**src/rtl/fifo_arb_pkg.sv**
```systemverilog
// Shared types and helpers for the round-robin FIFO write-port arbiter.
package fifo_arb_pkg;

    // Widest requester vector any instance may use.
    localparam int unsigned MAX_REQ = 16;

    typedef enum logic [0:0] {
        ARB_IDLE,
        ARB_BUSY
    } arb_state_t;

    // Index of the set bit in a one-hot (or zero) vector; zero maps to 0.
    function automatic int unsigned onehot2idx(input logic [MAX_REQ-1:0] oh);
        int unsigned idx;
        idx = 0;
        for (int unsigned i = 0; i < MAX_REQ; i++) begin
            if (oh[i]) begin
                idx = idx | i;
            end
        end
        return idx;
    endfunction

endpackage

```
**src/rtl/fifo_rr_pick.sv**
```systemverilog
// Rotated-priority picker: first requester at or after rr_ptr_i, wrapping.
module fifo_rr_pick #(
    parameter int unsigned NUM_REQ = 4,
    parameter int unsigned IdxW    = $clog2(NUM_REQ)
) (
    input  logic [NUM_REQ-1:0] req_i,
    input  logic [IdxW-1:0]    rr_ptr_i,
    output logic [IdxW-1:0]    sel_o,
    output logic               sel_valid_o
);

    // Walk the requesters starting from the pointer; keep the first hit.
    always_comb begin
        int unsigned idx;
        idx         = 0;
        sel_o       = '0;
        sel_valid_o = 1'b0;
        for (int unsigned i = 0; i < NUM_REQ; i++) begin
            idx = (int'(rr_ptr_i) + i) % NUM_REQ;
            if (!sel_valid_o && req_i[idx]) begin
                sel_o       = IdxW'(idx);
                sel_valid_o = 1'b1;
            end
        end
    end

endmodule

```
**src/rtl/fifo_rr_arbiter.sv**
```systemverilog
// Round-robin arbiter sharing one FIFO write port among NUM_REQ burst requesters.
// A grant is held for one burst (last beat or MAX_BURST beats), then one idle
// cycle precedes the next arbitration.
module fifo_rr_arbiter
    import fifo_arb_pkg::*;
#(
    parameter int unsigned NUM_REQ    = 4,
    parameter int unsigned DATA_WIDTH = 8,
    parameter int unsigned MAX_BURST  = 8
) (
    input  logic                          arb_clk,
    input  logic                          arb_rst_n,
    input  logic [NUM_REQ-1:0]            req_valid,
    input  logic [NUM_REQ-1:0]            req_last,
    input  logic [NUM_REQ*DATA_WIDTH-1:0] req_data,
    output logic [NUM_REQ-1:0]            req_ready,
    output logic                          fifo_wen,
    output logic [DATA_WIDTH-1:0]         fifo_wdata,
    input  logic                          fifo_full,
    output logic [NUM_REQ-1:0]            arb_gnt,
    output logic                          arb_busy
);

    localparam int unsigned IdxW  = $clog2(NUM_REQ);
    localparam int unsigned BeatW = (MAX_BURST > 1) ? $clog2(MAX_BURST) : 1;
    localparam logic [BeatW-1:0] LastBeat = BeatW'(MAX_BURST - 1);
    localparam logic [IdxW-1:0]  LastIdx  = IdxW'(NUM_REQ - 1);

    arb_state_t         state_q, state_d;
    logic [NUM_REQ-1:0] gnt_q, gnt_d;
    logic [IdxW-1:0]    rr_ptr_q, rr_ptr_d;
    logic [BeatW-1:0]   beat_cnt_q, beat_cnt_d;

    logic [IdxW-1:0]    sel;
    logic               sel_valid;
    logic [IdxW-1:0]    g;

    fifo_rr_pick #(
        .NUM_REQ (NUM_REQ),
        .IdxW    (IdxW)
    ) u_pick (
        .req_i       (req_valid),
        .rr_ptr_i    (rr_ptr_q),
        .sel_o       (sel),
        .sel_valid_o (sel_valid)
    );

    // Granted index, recovered from the registered one-hot grant.
    assign g = IdxW'(onehot2idx(MAX_REQ'(gnt_q)));

    assign arb_gnt  = gnt_q;
    assign arb_busy = (state_q == ARB_BUSY);

    // State, grant, pointer and beat counter registers.
    always_ff @(posedge arb_clk or negedge arb_rst_n) begin
        if (!arb_rst_n) begin
            state_q    <= ARB_IDLE;
            gnt_q      <= '0;
            rr_ptr_q   <= '0;
            beat_cnt_q <= '0;
        end else begin
            state_q    <= state_d;
            gnt_q      <= gnt_d;
            rr_ptr_q   <= rr_ptr_d;
            beat_cnt_q <= beat_cnt_d;
        end
    end

    // Next-state logic plus the handshake and write-port datapath.
    always_comb begin
        state_d    = state_q;
        gnt_d      = gnt_q;
        rr_ptr_d   = rr_ptr_q;
        beat_cnt_d = beat_cnt_q;
        req_ready  = '0;
        fifo_wen   = 1'b0;
        fifo_wdata = '0;
        unique case (state_q)
            ARB_IDLE: begin
                if (sel_valid) begin
                    state_d    = ARB_BUSY;
                    gnt_d      = '0;
                    gnt_d[sel] = 1'b1;
                    beat_cnt_d = '0;
                end
            end
            ARB_BUSY: begin
                req_ready[g] = !fifo_full;
                fifo_wdata   = req_data[int'(g)*DATA_WIDTH +: DATA_WIDTH];
                // Never write while full, even if a read would free a slot.
                if (req_valid[g] && !fifo_full) begin
                    fifo_wen   = 1'b1;
                    beat_cnt_d = beat_cnt_q + 1'b1;
                    if (req_last[g] || beat_cnt_q == LastBeat) begin
                        state_d    = ARB_IDLE;
                        gnt_d      = '0;
                        beat_cnt_d = '0;
                        rr_ptr_d   = (g == LastIdx) ? '0 : g + 1'b1;
                    end
                end
            end
            default: state_d = ARB_IDLE;
        endcase
    end

endmodule

```
**config.mk**
```make
export PLATFORM = sky130hd
export DESIGN_NAME = fifo_rr_arbiter
export DESIGN_NICKNAME = d
export VERILOG_FILES = /design/src/rtl/fifo_arb_pkg.sv /design/src/rtl/fifo_rr_pick.sv /design/src/rtl/fifo_rr_arbiter.sv
export SDC_FILE = /design/constraint.sdc
export NUM_CORES = 1
export LEC_CHECK = 0
export BUFFER_PORTS_ARGS = -buffer_cell sky130_fd_sc_hd__buf_4
export CAP_MARGIN = 20
export CORE_MARGIN = 1
export CORE_UTILIZATION = 43
export CTS_CLUSTER_SIZE = 40
export DETAILED_ROUTE_END_ITERATION = 8
export PLACE_DENSITY = 0.79
export SLEW_MARGIN = 15
export SYNTH_ARGS = -nofsm -noshare
export SYNTH_HDL_FRONTEND = slang
export SYNTH_HIERARCHICAL = 1
export SYNTH_SLANG_ARGS = --single-unit
```
**constraint.sdc**
```tcl
create_clock -name arb_clk -period 2.4 [get_ports arb_clk]
set_clock_uncertainty 0.15 [all_clocks]
set_input_delay 0.72 -clock arb_clk [delete_from_list [all_inputs] [get_ports arb_clk]]
set_output_delay 0.72 -clock arb_clk [all_outputs]
set_load 0.01 [all_outputs]
```
# Word-level counts from Yosys, hierarchy flattened
# Cells that the tools add are included.
[op_classes] n_addsub=5 mul=0 div_mod_pow=0 order_cmp=8 n_eq_ne=5 shift=1 muxes=44 bitwise=2 reduce_logical=14
[ops] op="indexed part select 32 x 6 -> 8 bit" n=1
[ops] op="less-than comparator 2 x 3 -> 1 bit (second input constant)" n=6
[ops] op="2-to-1 mux 1 bit" n=18
[ops] op="2-to-1 mux 4 bit" n=4
[ops] op="2-to-1 mux 2 bit" n=7
[ops] op="binary-select mux 1 bit (select 2 bit)" n=6
[ops] op="2-to-1 mux 3 bit" n=3
[ops] op="2-to-1 mux 8 bit" n=1
[ops] op="case mux 4 bit (2 select lines)" n=1
[ops] op="logical AND 1 bit" n=6
[ops] op="case mux 3 bit (2 select lines)" n=1
[ops] op="AND reduction 3 bit" n=2
[ops] op="adder 2 x 1 -> 2 bit (second input constant)" n=2
[ops] op="adder 2 bit (second input constant)" n=2
[ops] op="bitwise AND 4 bit" n=1
[ops] op="demux 1 bit (select 2 bit)" n=2
[ops] op="greater-or-equal comparator 2 x 1 -> 1 bit (second input constant)" n=2
[ops] op="zero test 1 bit" n=4
[ops] op="!= test 2 x 1 -> 1 bit (second input constant)" n=2
[ops] op="adder 3 x 1 -> 3 bit (second input constant)" n=1
[ops] op="equality test 3 bit (second input constant)" n=1
[ops] op="equality test 2 bit (second input constant)" n=1
[ops] op="!= test 2 bit (second input constant)" n=1
[ops] op="case mux 1 bit (2 select lines)" n=1
[ops] op="other kinds (3)" n=3
[totals] register_bits=10 latchBits=0 ram_bits=0 rom_bits=0 inputBits=43 out_inout_bits=18 memories=0

# Depth between registers and ports, before layout
[logic_depth] ltp_word=18 mapped_depth=7 depth_no_buf=6

# Hierarchy
# Netlist, hierarchy kept.
[by_module_without_submodules] module="fifo_rr_arbiter" instances=1 cells_per_inst=115 area_each_um2=948.4
[by_module_without_submodules] module="fifo_rr_pick" instances=1 cells_per_inst=15 area_each_um2=77.6

# Worst setup path before layout
# No wires, ideal clock.
[synth_path] path_kind="register to output" from="register gnt_q[1] (netlist: arb_gnt[1])" to="output port req_ready[1]" arrival_ns=1.534 required_time_ns=1.530 path_slack_ns=-0.004 stages_incl_launch_ff=8 path_buffers=3 path_cell_list="dfrtp_1 -> buf_6 -> buf_6 -> nor2_1 -> clkbuf_1 -> inv_1 -> ha_1 -> and2_1"
[synth_between] elab_chain_len=9
[synth_rtl] item="start, declared" line_no="fifo_rr_arbiter.sv:30" source="logic [NUM_REQ-1:0] gnt_q, gnt_d;"
[synth_rtl] item="start signal, assigned" line_no="fifo_rr_arbiter.sv:63" source="gnt_q <= gnt_d;"
[synth_rtl] item="2-to-1 mux 1 bit (*)" line_no="fifo_arb_pkg.sv:17" source="if (oh[i]) begin"
[synth_rtl] item="2-to-1 mux 2 bit (*) (2 in a row)" line_no="fifo_arb_pkg.sv:17"
[synth_rtl] item="less-than comparator 2 x 3 -> 1 bit (not written as such) / greater-or-equal comparator 2 x 1 -> 1 bit (equally long branches)" line_no="fifo_rr_arbiter.sv:88" source="req_ready[g] = !fifo_full;"
[synth_rtl] item="logical AND 1 bit (not written as such)" line_no="fifo_rr_arbiter.sv:88"
[synth_rtl] item="2-to-1 mux 1 bit (not written as such)" line_no="fifo_rr_arbiter.sv:88"
[synth_rtl] item="demux 1 bit (select 2 bit) (*)" line_no="fifo_rr_arbiter.sv:88"
[synth_rtl] item="bitwise AND 4 bit (no source line) (*)"
[synth_rtl] item="2-to-1 mux 4 bit (*)" line_no="fifo_rr_arbiter.sv:78" source="unique case (state_q)"
[synth_rtl] item="end, declared" line_no="fifo_rr_arbiter.sv:16" source="output logic [NUM_REQ-1:0] req_ready,"
# Every way passes the cells marked *; elsewhere a longest branch is shown, timed or not.

# Worst setup path in the final report
[layout_path] from="register gnt_q[1] (netlist: arb_gnt[1])" to="output port fifo_wdata[1]"
[layout_between] elab_chain_len=5
[layout_rtl] item="2-to-1 mux 1 bit" line_no="fifo_arb_pkg.sv:17"
[layout_rtl] item="2-to-1 mux 2 bit (2 in a row)" line_no="fifo_arb_pkg.sv:17"
[layout_rtl] item="indexed part select 32 x 6 -> 8 bit" line_no="fifo_rr_arbiter.sv:89" source="fifo_wdata = req_data[int'(g)*DATA_WIDTH +: DATA_WIDTH];"
[layout_rtl] item="2-to-1 mux 8 bit" line_no="fifo_rr_arbiter.sv:78"
[layout_rtl] item="end, declared" line_no="fifo_rr_arbiter.sv:18" source="output logic [DATA_WIDTH-1:0] fifo_wdata,"
# Every way passes these cells.

==> summary.md <==
| Metric | Value |
|---|---|
| Startpoint Class | `register` |
| Failing checks | `negative setup slack` |
| Final Max Slew Viols | `0` |
| Max-cap violations | `0` |
| DRC | `0` |
| Fillers | `133` |
| CP Capture Type | `output port` |
| PwrDens | `1340 mW/mm²` |
| Buffers & Inverters on Critical Path | `3` |
| CP Class | `reg -> out` |
| Syn-to-layout area delta | `84.5%` |
| Maximum vdd drop | `1.08 mV` |
| Gate Count Post-Synth | `130` |
| Via count | `1363` |
| DR iter-0 viols | `25` |
| Post-synthesis sequential area ratio | `24.4%` |
| FF+latch count, synth | `10` |
| Final Critical Period | `2.43 ns` |
| Clock Sinks | `10` |
| Skew-Pair Late Insertion Delay | `0.26 ns` |
| Final setup violating endpoints | `7` |
| Placer Congestion | `0.809` |
| First-pass GRT wire length | `5.41 mm` |
| Worst Hold Class | `in -> async` |
| Width of the die | `50.8 µm` |
| First-pass iteration count of the detailed router | `5` |
| Die area | `0.00259 mm²` |
| Mapped Avg Cell Area | `7.89 µm²` |
| Post-synthesis adder-cell area fraction | `7.32%` |
| Wirelength per Cell | `17.4 µm` |
| Final Hold Fails | `0` |
| EDFF count, synth | `0` |
| Req. time, crit path | `1.53 ns` |
| Vias in the first global route | `1199` |
| Slowest Stage Delay on Critical Path | `0.46 ns` |
| Drt via density | `5.63` |
| Leakage power | `0.000953 µW` |
| Post-detail-place hpwl | `2.47 mm` |
| Multiplexer area fraction after synthesis | `12.8%` |
| Commonest cells in the netlist | `nand2_1 (19), o21ai_0 (11), dfrtp_1 (10), inv_1 (10)` |
| Initial Utilization | `45.9%` |
| Status | `complete, but fails checks` |
| Relative slew slack | `70.9%` |
| Crit path cell chain | `buf_6 -> nor2_4 -> buf_6 -> nand2_1 -> nand3_1 -> and3_1 -> buf_4` |
| Area leader, netlist | `dfrtp_1` |
| Synthesized area | `0.00103 mm²` |
| PortBufs | `60` |
| Primary FF master, synth | `dfrtp_1` |
| Area of the multi-input gates | `798 µm²` |
| Register area | `251 µm²` |
| CTS tree | `done` |
| Inserted Clock Buffers | `3` |
| Final wirelength | `4.21 mm` |
| Initial antenna violation count | `0` |
| Synth Net Count | `179` |
| Total track usage | `28.0%` |
| Ratio of cells with drive above 1 in the final layout | `58.4%` |
| PnR worst setup slack | `-0.0345 ns` |
| Worst-path clk slew | `0.07 ns` |
| # diodes | `0` |
| CP max FO | `6` |
| Root Buffer Master | `clkbuf_4` |
| Achievable clock frequency | `0.411 GHz` |
| Ys async rst share | `100%` |
| Reg2Reg Setup Slack | `0.03 ns` |
| Synth Area in Compound Gates | `21.2%` |
| Crit path max-delay family | `flip-flops` |
| Synth Area in XOR/XNOR | `0%` |
| Most numerous cell in the Yosys netlist | `nand2_1` |
| Final Cycle Share | `101%` |
| H-Tree Depth | `1` |
| Pin slew with the least headroom to its limit | `0.435 ns` |
| Row count | `17` |
| CP Data Arrival Time | `1.56 ns` |
| Fin nets | `264` |
| Core area | `0.00223 mm²` |
| Max Buffers Root-to-Sink | `2` |
| Main combinational cell family by area after synthesis | `simple AND/OR/NAND/NOR gates` |
| Worst-path cell with the longest stage delay | `dfrtp_2` |
| Most used cell along the critical path | `buf_6` |
| I/O pins | `61` |
| Die Height | `50.8 µm` |
| GRT overflow | `0` |
| Antenna Nets Post-Route | `0` |
| Setup TNS | `-0.119 ns` |
| Final hold slack | `0.121 ns` |
| Synth Warn # | `6` |
| Largest net degree at the start of global routing | `18` |
| Simple-gate portion of the synthesized area | `25.4%` |
| Area share of the largest cell type after synthesis | `24.4%` |
| RSZ-0062 raised after global routing | `yes` |
| Netlist cell types | `33` |
| Top post-synthesis cells by area | `dfrtp_1 (24%), mux2i_1 (8.8%), ha_1 (7.3%)` |
[worst paths after layout]
path                                  to  cells past startpoint  startpoint
max in group asynchronous     arb_gnt[1]                      1   arb_rst_n
setup reg to reg           beat_cnt_q[1]                     12  arb_gnt[1]
hold reg to reg               arb_gnt[0]                      1  arb_gnt[0]
hold / removal             beat_cnt_q[0]                      1   arb_rst_n
min in group arb_clk          arb_gnt[0]                      1  arb_gnt[0]
setup / recovery           fifo_wdata[1]                      7  arb_gnt[1]
[cell type report]
| type | count | area share, % |
|---|---|---|
| Clock buffer | 4 | 1.92 |
| Inverter | 12 | 2.45 |
| Multi-Input combinational cell | 100 | 42.2 |
| Sequential cell | 10 | 13.3 |
| Tap cell | 28 | 1.85 |
| Timing Repair Buffer | 88 | 38.3 |
[cells in the final DEF (no fill, tap or decap), types with 4 or more instances in the layout]
| master | n |
|---|---|
| a21oi_1 | 5 |
| a32o_1 | 6 |
| and3_4 | 5 |
| buf_4 | 69 |
| buf_6 | 18 |
| dfrtp_1 | 9 |
| ha_1 | 5 |
| inv_1 | 8 |
| mux2i_1 | 9 |
| nand2_1 | 14 |
| nand2_2 | 4 |
| nand3_1 | 6 |
| o21ai_0 | 8 |
[cell families after synthesis]
family	count (synthesis)
muxes	12
buffers and inverters	20
AOI/OAI and AO/OA	30
and+or+nand+nor	52
adders and majority gates	6
DFF	10
[layer usage]
layer	vias up	global-route usage [%]	routed length, µm
li1	629	-	-
met4	0	6.02	71
met2	67	51.6	2160
met3	14	3.57	231
met5	-	0	0
met1	653	34.4	1750
[registers in the layout (all words and copies together) (netlist names)]
name,count
arb_busy,1
arb_gnt,4
beat_cnt_q,3
rr_ptr_q,2
[repair_timing]
action / CTS / global route
endpoints found under the setup margin: 13 / 14
buffers inserted: 8 / 6
gates cloned: 0 / 1
hold buffers: 0 / 0
resized for setup: 18 / 35
pin swaps: 3 / 19
[per-stage QoR]
step | cells | setup slack (ns) | area, µm² | total power, µW | util [%]
6_report | 242 | -0.0345 | 1890 | 2540 | 84.8
4_1_cts | 235 | -0.0318 | 1720 | 2090 | 76.9
3_5_place_dp | 223 | -0.111 | 1560 | 1750 | 70.0
3_3_place_gp | 223 | -0.0973 | 1560 | 1700 | 70.0
2_1_floorplan | 130 | 0.126 | 1030 | 1150 | -
5_1_grt | 242 | -0.113 | 1890 | 2680 | 84.8
[worst reg2reg max path: stages, from the launching register on]
cell and delay (ns):
dfrtp_2 0.46, buf_6 0.15, nor2b_4 0.13, o21ai_4 0.20
nand2_4 0.08, buf_4 0.13, buf_4 0.12, buf_4 0.12
buf_4 0.12, buf_4 0.12, buf_4 0.12, buf_4 0.13
a32o_1 0.24
[power breakdown]
part	total (µW)	internal (µW)	switching, µW	leakage [µW]
logic	2090	1140	948	0.000807
clock network	149	92.1	56.9	0.0000210
registers	300	234	66.6	0.000125
No activity file was read; power rests on OpenSTA's default activity.
